===== src/rtl/audio_pkg.sv =====
// Shared definitions for the I2S capture path: FSM states, default word width
// and the LRCK level encoding of the left/right channels.
package audio_pkg;

    typedef enum logic [1:0] {
        ST_IDLE,
        ST_SKIP,
        ST_SHIFT,
        ST_HOLD
    } cap_state_e;

    localparam int DATA_W_DEFAULT = 16;

    localparam logic I2S_LEFT  = 1'b0;
    localparam logic I2S_RIGHT = 1'b1;

endpackage


===== src/rtl/sync_edge_det.sv =====
// Multi-flop synchroniser for an asynchronous input plus rise/fall detection
// on the synchronised level.
module sync_edge_det #(
    parameter int STAGES = 2
) (
    input  logic clk_i,
    input  logic rst_i,
    input  logic d_i,
    output logic lvl_o,
    output logic rise_o,
    output logic fall_o
);

    logic [STAGES-1:0] sync_q;
    logic              prev_q;
    logic [STAGES:0]   prime_q;

    always_ff @(posedge clk_i or posedge rst_i) begin
        if (rst_i) begin
            sync_q  <= '0;
            prev_q  <= 1'b0;
            prime_q <= '0;
        end else begin
            sync_q  <= {sync_q[STAGES-2:0], d_i};
            prev_q  <= sync_q[STAGES-1];
            prime_q <= {prime_q[STAGES-1:0], 1'b1};
        end
    end

    // Edges are masked until the chain holds real samples, so a line that is
    // already high when reset releases does not look like a fresh transition.
    assign lvl_o  = sync_q[STAGES-1];
    assign rise_o = prime_q[STAGES] &  sync_q[STAGES-1] & ~prev_q;
    assign fall_o = prime_q[STAGES] & ~sync_q[STAGES-1] &  prev_q;

endmodule


===== src/rtl/i2s_adc_capture.sv =====
// I2S receiver running entirely in the AUDIO_MCLK domain: captures one channel's
// MSB-first words and publishes them on WAVE with a fixed-width SAMPLE_TR strobe.
module i2s_adc_capture
    import audio_pkg::*;
#(
    parameter int DATA_W      = DATA_W_DEFAULT,
    parameter int SYNC_STAGES = 2,
    parameter int TR_WIDTH    = 4
) (
    input  logic              AUDIO_MCLK,
    input  logic              RESET,
    input  logic              ADC_BCLK,
    input  logic              ADC_LRCK,
    input  logic              ADC_DAT,
    input  logic              CH_SEL,
    output logic [DATA_W-1:0] WAVE,
    output logic              SAMPLE_TR,
    output logic              FRAME_ERR,
    output logic              OVERRUN
);

    localparam int CNT_W = $clog2(DATA_W + 1);
    localparam int TRC_W = $clog2(TR_WIDTH + 1);

    logic bclk_lvl, bclk_rise, bclk_fall;
    logic lrck_lvl, lrck_rise, lrck_fall;
    logic lrck_edge, dat_s;
    logic unused_bclk;

    logic [SYNC_STAGES-1:0] dat_sync_q;

    cap_state_e        state_q, state_d;
    logic [CNT_W-1:0]  cnt_q, cnt_d;
    logic [DATA_W-1:0] shreg_q, shreg_d;
    logic              chan_q, chan_d;
    logic              sel_q, sel_d;
    logic              done_q, done_d;
    logic              ferr_q, ferr_d;
    logic [DATA_W-1:0] wave_q, wave_d;
    logic              start_q, start_d;
    logic              tr_q, tr_d;
    logic [TRC_W-1:0]  trc_q, trc_d;
    logic              ovr_q, ovr_d;

    sync_edge_det #(.STAGES(SYNC_STAGES)) u_bclk (
        .clk_i  (AUDIO_MCLK),
        .rst_i  (RESET),
        .d_i    (ADC_BCLK),
        .lvl_o  (bclk_lvl),
        .rise_o (bclk_rise),
        .fall_o (bclk_fall)
    );

    sync_edge_det #(.STAGES(SYNC_STAGES)) u_lrck (
        .clk_i  (AUDIO_MCLK),
        .rst_i  (RESET),
        .d_i    (ADC_LRCK),
        .lvl_o  (lrck_lvl),
        .rise_o (lrck_rise),
        .fall_o (lrck_fall)
    );

    assign unused_bclk = bclk_lvl ^ bclk_fall;
    assign lrck_edge   = lrck_rise | lrck_fall;
    // Same depth as the BCLK chain, so dat_s is the level seen at the BCLK rise.
    assign dat_s       = dat_sync_q[SYNC_STAGES-1];

    always_comb begin
        state_d = state_q;
        cnt_d   = cnt_q;
        shreg_d = shreg_q;
        chan_d  = chan_q;
        sel_d   = sel_q;
        done_d  = 1'b0;
        ferr_d  = 1'b0;
        wave_d  = wave_q;
        start_d = 1'b0;
        ovr_d   = 1'b0;
        tr_d    = tr_q;
        trc_d   = trc_q;

        // An LRCK edge wins over a simultaneous BCLK rise; that rise is the delay bit.
        if (lrck_edge) begin
            chan_d  = lrck_lvl ? I2S_RIGHT : I2S_LEFT;
            sel_d   = CH_SEL ? I2S_RIGHT : I2S_LEFT;
            cnt_d   = '0;
            shreg_d = '0;
            ferr_d  = (state_q == ST_SHIFT);
            state_d = bclk_rise ? ST_SHIFT : ST_SKIP;
        end else begin
            unique case (state_q)
                ST_SKIP: begin
                    if (bclk_rise) begin
                        state_d = ST_SHIFT;
                        cnt_d   = '0;
                    end
                end
                ST_SHIFT: begin
                    if (bclk_rise) begin
                        shreg_d = {shreg_q[DATA_W-2:0], dat_s};
                        cnt_d   = cnt_q + CNT_W'(1);
                        if (cnt_q == CNT_W'(DATA_W - 1)) begin
                            state_d = ST_HOLD;
                            done_d  = (chan_q == sel_q);
                        end
                    end
                end
                default: ;
            endcase
        end

        // The completed word stays in shreg_q (HOLD) for the cycle after done.
        if (done_q) begin
            if (start_q || tr_q) begin
                ovr_d = 1'b1;
            end else begin
                wave_d  = shreg_q;
                start_d = 1'b1;
            end
        end

        if (start_q) begin
            tr_d  = 1'b1;
            trc_d = TRC_W'(TR_WIDTH - 1);
        end else if (tr_q) begin
            if (trc_q == '0) begin
                tr_d = 1'b0;
            end else begin
                trc_d = trc_q - TRC_W'(1);
            end
        end
    end

    always_ff @(posedge AUDIO_MCLK or posedge RESET) begin
        if (RESET) begin
            dat_sync_q <= '0;
            state_q    <= ST_IDLE;
            cnt_q      <= '0;
            shreg_q    <= '0;
            chan_q     <= I2S_LEFT;
            sel_q      <= I2S_LEFT;
            done_q     <= 1'b0;
            ferr_q     <= 1'b0;
            wave_q     <= '0;
            start_q    <= 1'b0;
            tr_q       <= 1'b0;
            trc_q      <= '0;
            ovr_q      <= 1'b0;
        end else begin
            dat_sync_q <= {dat_sync_q[SYNC_STAGES-2:0], ADC_DAT};
            state_q    <= state_d;
            cnt_q      <= cnt_d;
            shreg_q    <= shreg_d;
            chan_q     <= chan_d;
            sel_q      <= sel_d;
            done_q     <= done_d;
            ferr_q     <= ferr_d;
            wave_q     <= wave_d;
            start_q    <= start_d;
            tr_q       <= tr_d;
            trc_q      <= trc_d;
            ovr_q      <= ovr_d;
        end
    end

    assign WAVE      = wave_q;
    assign SAMPLE_TR = tr_q;
    assign FRAME_ERR = ferr_q;
    assign OVERRUN   = ovr_q;

endmodule

===== config.mk =====
export PLATFORM = sky130hd
export DESIGN_NAME = i2s_adc_capture
export DESIGN_NICKNAME = d
export VERILOG_FILES = /design/src/rtl/audio_pkg.sv /design/src/rtl/sync_edge_det.sv /design/src/rtl/i2s_adc_capture.sv
export SDC_FILE = /design/constraint.sdc
export NUM_CORES = 1
export LEC_CHECK = 0
export CAP_MARGIN = 30
export CORE_UTILIZATION = 50
export DETAILED_ROUTE_END_ITERATION = 6
export PLACE_DENSITY = 0.72
export SYNTH_ARGS = -nofsm -noshare
export SYNTH_HDL_FRONTEND = slang
export SYNTH_SLANG_ARGS = --single-unit

===== constraint.sdc =====
create_clock -name AUDIO_MCLK -period 4.42 [get_ports AUDIO_MCLK]
set_clock_uncertainty 0.1 [all_clocks]
set_input_delay 0.884 -clock AUDIO_MCLK [delete_from_list [all_inputs] [get_ports AUDIO_MCLK]]
set_output_delay 0.884 -clock AUDIO_MCLK [all_outputs]
set_load 0.01 [all_outputs]

==> impl_metrics.toml <==
[logic_synthesis]
ys_seq_area_frac = 0.617
synth_adder_area_share = 0.0206
muxShareOfSynthArea = 0.0925
synth_compound_area_frac = 0.0864
synth.distinct_cells = 34
syn-num-nets = 212
syn_avg_cell_area_sq_um = 12.0
synth_seq_cells = 60
syn_inst = 202
async_flop_share = 1.00
synth_ff_type = "dfrtp_1"
synth_xor_area_frac = 0.0108
yosys_warnings = 0
synth-simple-area-share = 0.134
synth_area_sq_um = 2430
synth_top_family_by_area = "simple AND/OR/NAND/NOR gates"
synth_edf_count = 0

[worst_hold_path]
hp-class = "flop to flop"

[global_routing]
antenna_found_initial = 0
grt_max_degree = 45
use_met3 = 0.0647
gr-max-usage-layer = "met2"
grt_pass1_wl_mm = 6.82
grt.met2_usage = 0.281
grt_use_total = 0.181
grt_pass1_vias = 1553
overflow = 0
use_met1 = 0.226

[worst_setup_path]
critPathMaxFanout = 4
critPathMaxStageDelay_ps = 560
endpoint_kind = "primary output"
cpMaxStageDelayCell = "clkdlybuf4s50_1"
crit_arrival_ps = 1320
worstPathCellList = "clkdlybuf4s50_1"
crit_type = "flop to primary output"
crit_buf_inv = 1
crit_required_ps = 3440
crit_family = "buffers and inverters"
crit_path_start_kind = "flop"

[power]
sw_frac_of_total = 0.223
p_total_uw = 1120
power.switching_uw = 251
pwr_density_cell_nw_per_um2 = 388
power_frac_seq = 0.516
ir_drop_v = 0.000270
leakagePower_uw = 0.00132
internal_power_uw = 871
p_comb_frac = 0.046
clockPowerShare = 0.439

[die]
fp-row-count = 25
die_h_um = 71.8
boundaryPins = 25
die_w_um = 71.8
die-area_sq_um = 5150
core_sq_um = 4690
initial_core_util = 0.519

[clock_tree]
cts_resized = 0
clock_path_buffers = 2
clkSlewWorstSetupHoldPaths_ps = 60
cts.sinks = 60
cts_htree_levels = 3
cts_setup_buffers = 0
cts_root_buffer = "clkbuf_8"
numCtsBuffers = 9
ctsHoldBuffers = 0
cts_tree = "yes"
clk_latency_ps = 330

[final_layout]
diodes = 0
fill_cells = 373
area_delta_synth_final_pct = 19.0
regArea_sq_um = 1500
drive_above_1_share = 0.169
multi_input_area_sq_um = 842
nets = 241

[timing]
tns_ps = 0
slew_headroom = 0.344
setup_violations = 0
tightest_slew_ps = 983
rsz0062_at_grt = "no"
finalMaxSlewViolations = 0
final_hold_viol_count = 0
fmax_mhz = 434
timing.final.crit_share = 0.521
min_period_ps = 2300

[place]
dp_hpwl_mm = 2.58
io_buffers = 24
globalplace.congestion = 0.768

[route]
vias = 1555
wire_per_inst_um = 13.5
ant_nets = 0
drt-pass1-iter-count = 4
detail_route.iter0.violations = 135
drcViolationCount = 0
drt-vias-per-instance = 5.36
drt_wl_total_mm = 3.91

[run_status]
status = "complete, no violations"

[flow_run]
cap_violations = 0
## layout by cell type, fill, tap and decap left out, types with 3 or more instances in the layout
cell type,count
a21oi_1,25
and3_1,3
clkbuf_8,11
clkdlybuf4s50_1,24
dfrtp_1,60
ha_1,4
inv_1,6
mux2_2,8
mux2_4,9
nand2_1,36
nand2b_1,4
nor2_1,8
nor3_1,4
o21ai_0,4
o2bb2ai_1,3
## flip-flops by register name (all words and copies together) (netlist names)
| signal | count |
|---|---|
| FRAME_ERR | 1 |
| u_lrck.prime_q | 2 |
| cnt_q | 5 |
| sel_q | 1 |
| shreg_q | 16 |
| dat_sync_q | 2 |
| u_bclk.prime_q | 1 |
| u_lrck.prev_q | 1 |
| state_q | 2 |
| u_bclk.prev_q | 1 |
| chan_q | 1 |
| SAMPLE_TR | 1 |
| WAVE | 16 |
| trc_q | 3 |
| u_lrck.sync_q | 2 |
| OVERRUN | 1 |
| start_q | 1 |
| u_bclk.sync_q | 2 |
| done_q | 1 |
## cell type report
class | count | area share
repair buffers | 26 | 0.0882
multi-input cells | 127 | 0.291
clock inverters | 4 | 0.0164
flip-flops and latches | 60 | 0.519
well taps | 54 | 0.0233
clock buffers | 12 | 0.0536
inverters | 7 | 0.00908
## power by group through the flow
| stage | clock network (uW) | registers [uW] | logic [uW] |
|---|---|---|---|
| 2_1_floorplan | 0 | 578 | 48.1 |
| 3_3_place_gp | 0 | 588 | 51.5 |
| 3_5_place_dp | 0 | 589 | 52.3 |
| 4_1_cts | 506 | 578 | 52.7 |
| 5_1_grt | 527 | 580 | 58.8 |
| 6_report | 492 | 579 | 51.2 |
## layer usage
metal	vias to the layer above	wire, um
li1	739	-
met4	0	69
met2	37	1870
met5	-	0
met3	8	182
met1	771	1790
## metrics by stage
stage               instance area [sq um]  hold WS [ps]  instances  worst slack (ps)   util
finish                               2900           245        290              2120  0.617
detailed placement                   2690           239        274              2190  0.574
global route                         2900           260        290              2040  0.617
global placement                     2690           232        274              2200  0.574
floorplan                            2430           231        202              1950      -
CTS                                  2900           251        290              2090  0.617
## worst paths after layout
kind                            slack [ps]                 endpoint  depth (start not counted)                     from
worst max-delay path                  2120                SAMPLE_TR                          1      SAMPLE_TR$_DFF_PP0_
worst min-delay path                   240  dat_sync_q[1]$_DFF_PP0_                          0  dat_sync_q[0]$_DFF_PP0_
worst max register to register        2490     WAVE[15]$_DFFE_PP0P_                          2        start_q$_DFF_PP0_
worst min register to register         240  dat_sync_q[1]$_DFF_PP0_                          0  dat_sync_q[0]$_DFF_PP0_
max in group asynchronous             2600   shreg_q[4]$_DFFE_PP0P_                          3                    RESET
min in group asynchronous              950   shreg_q[0]$_DFFE_PP0P_                          2                    RESET
## synth_stat cells (all sizes together) (2+ instances only)
| library cell | instances | area (sq um) |
|---|---|---|
| dfrtp | 60 | 1500 |
| nand2 | 36 | 135 |
| a21oi | 25 | 125 |
| mux2 | 17 | 225 |
| nor2 | 9 | 41.3 |
| buf | 8 | 63.8 |
| inv | 7 | 26.3 |
| nand2b | 5 | 38.8 |
| ha | 4 | 50.1 |
| nor3 | 4 | 20.0 |
| o21ai | 4 | 20.0 |
| and3 | 3 | 18.8 |
| o2bb2ai | 3 | 26.3 |
| nand3 | 2 | 15.0 |
| o21a | 2 | 15.0 |
| xnor2 | 2 | 17.5 |
## cells by family after synthesis
family                     count (synthesis)
AOI/OAI and AO/OA                         37
xor gates and xnor gates                   3
adders and majority gates                  4
buffers and inverters                     15
DFF                                       60
muxes                                     17
other                                      1
and+or+nand+nor                           65
No activity file was read; power rests on OpenSTA's default activity.
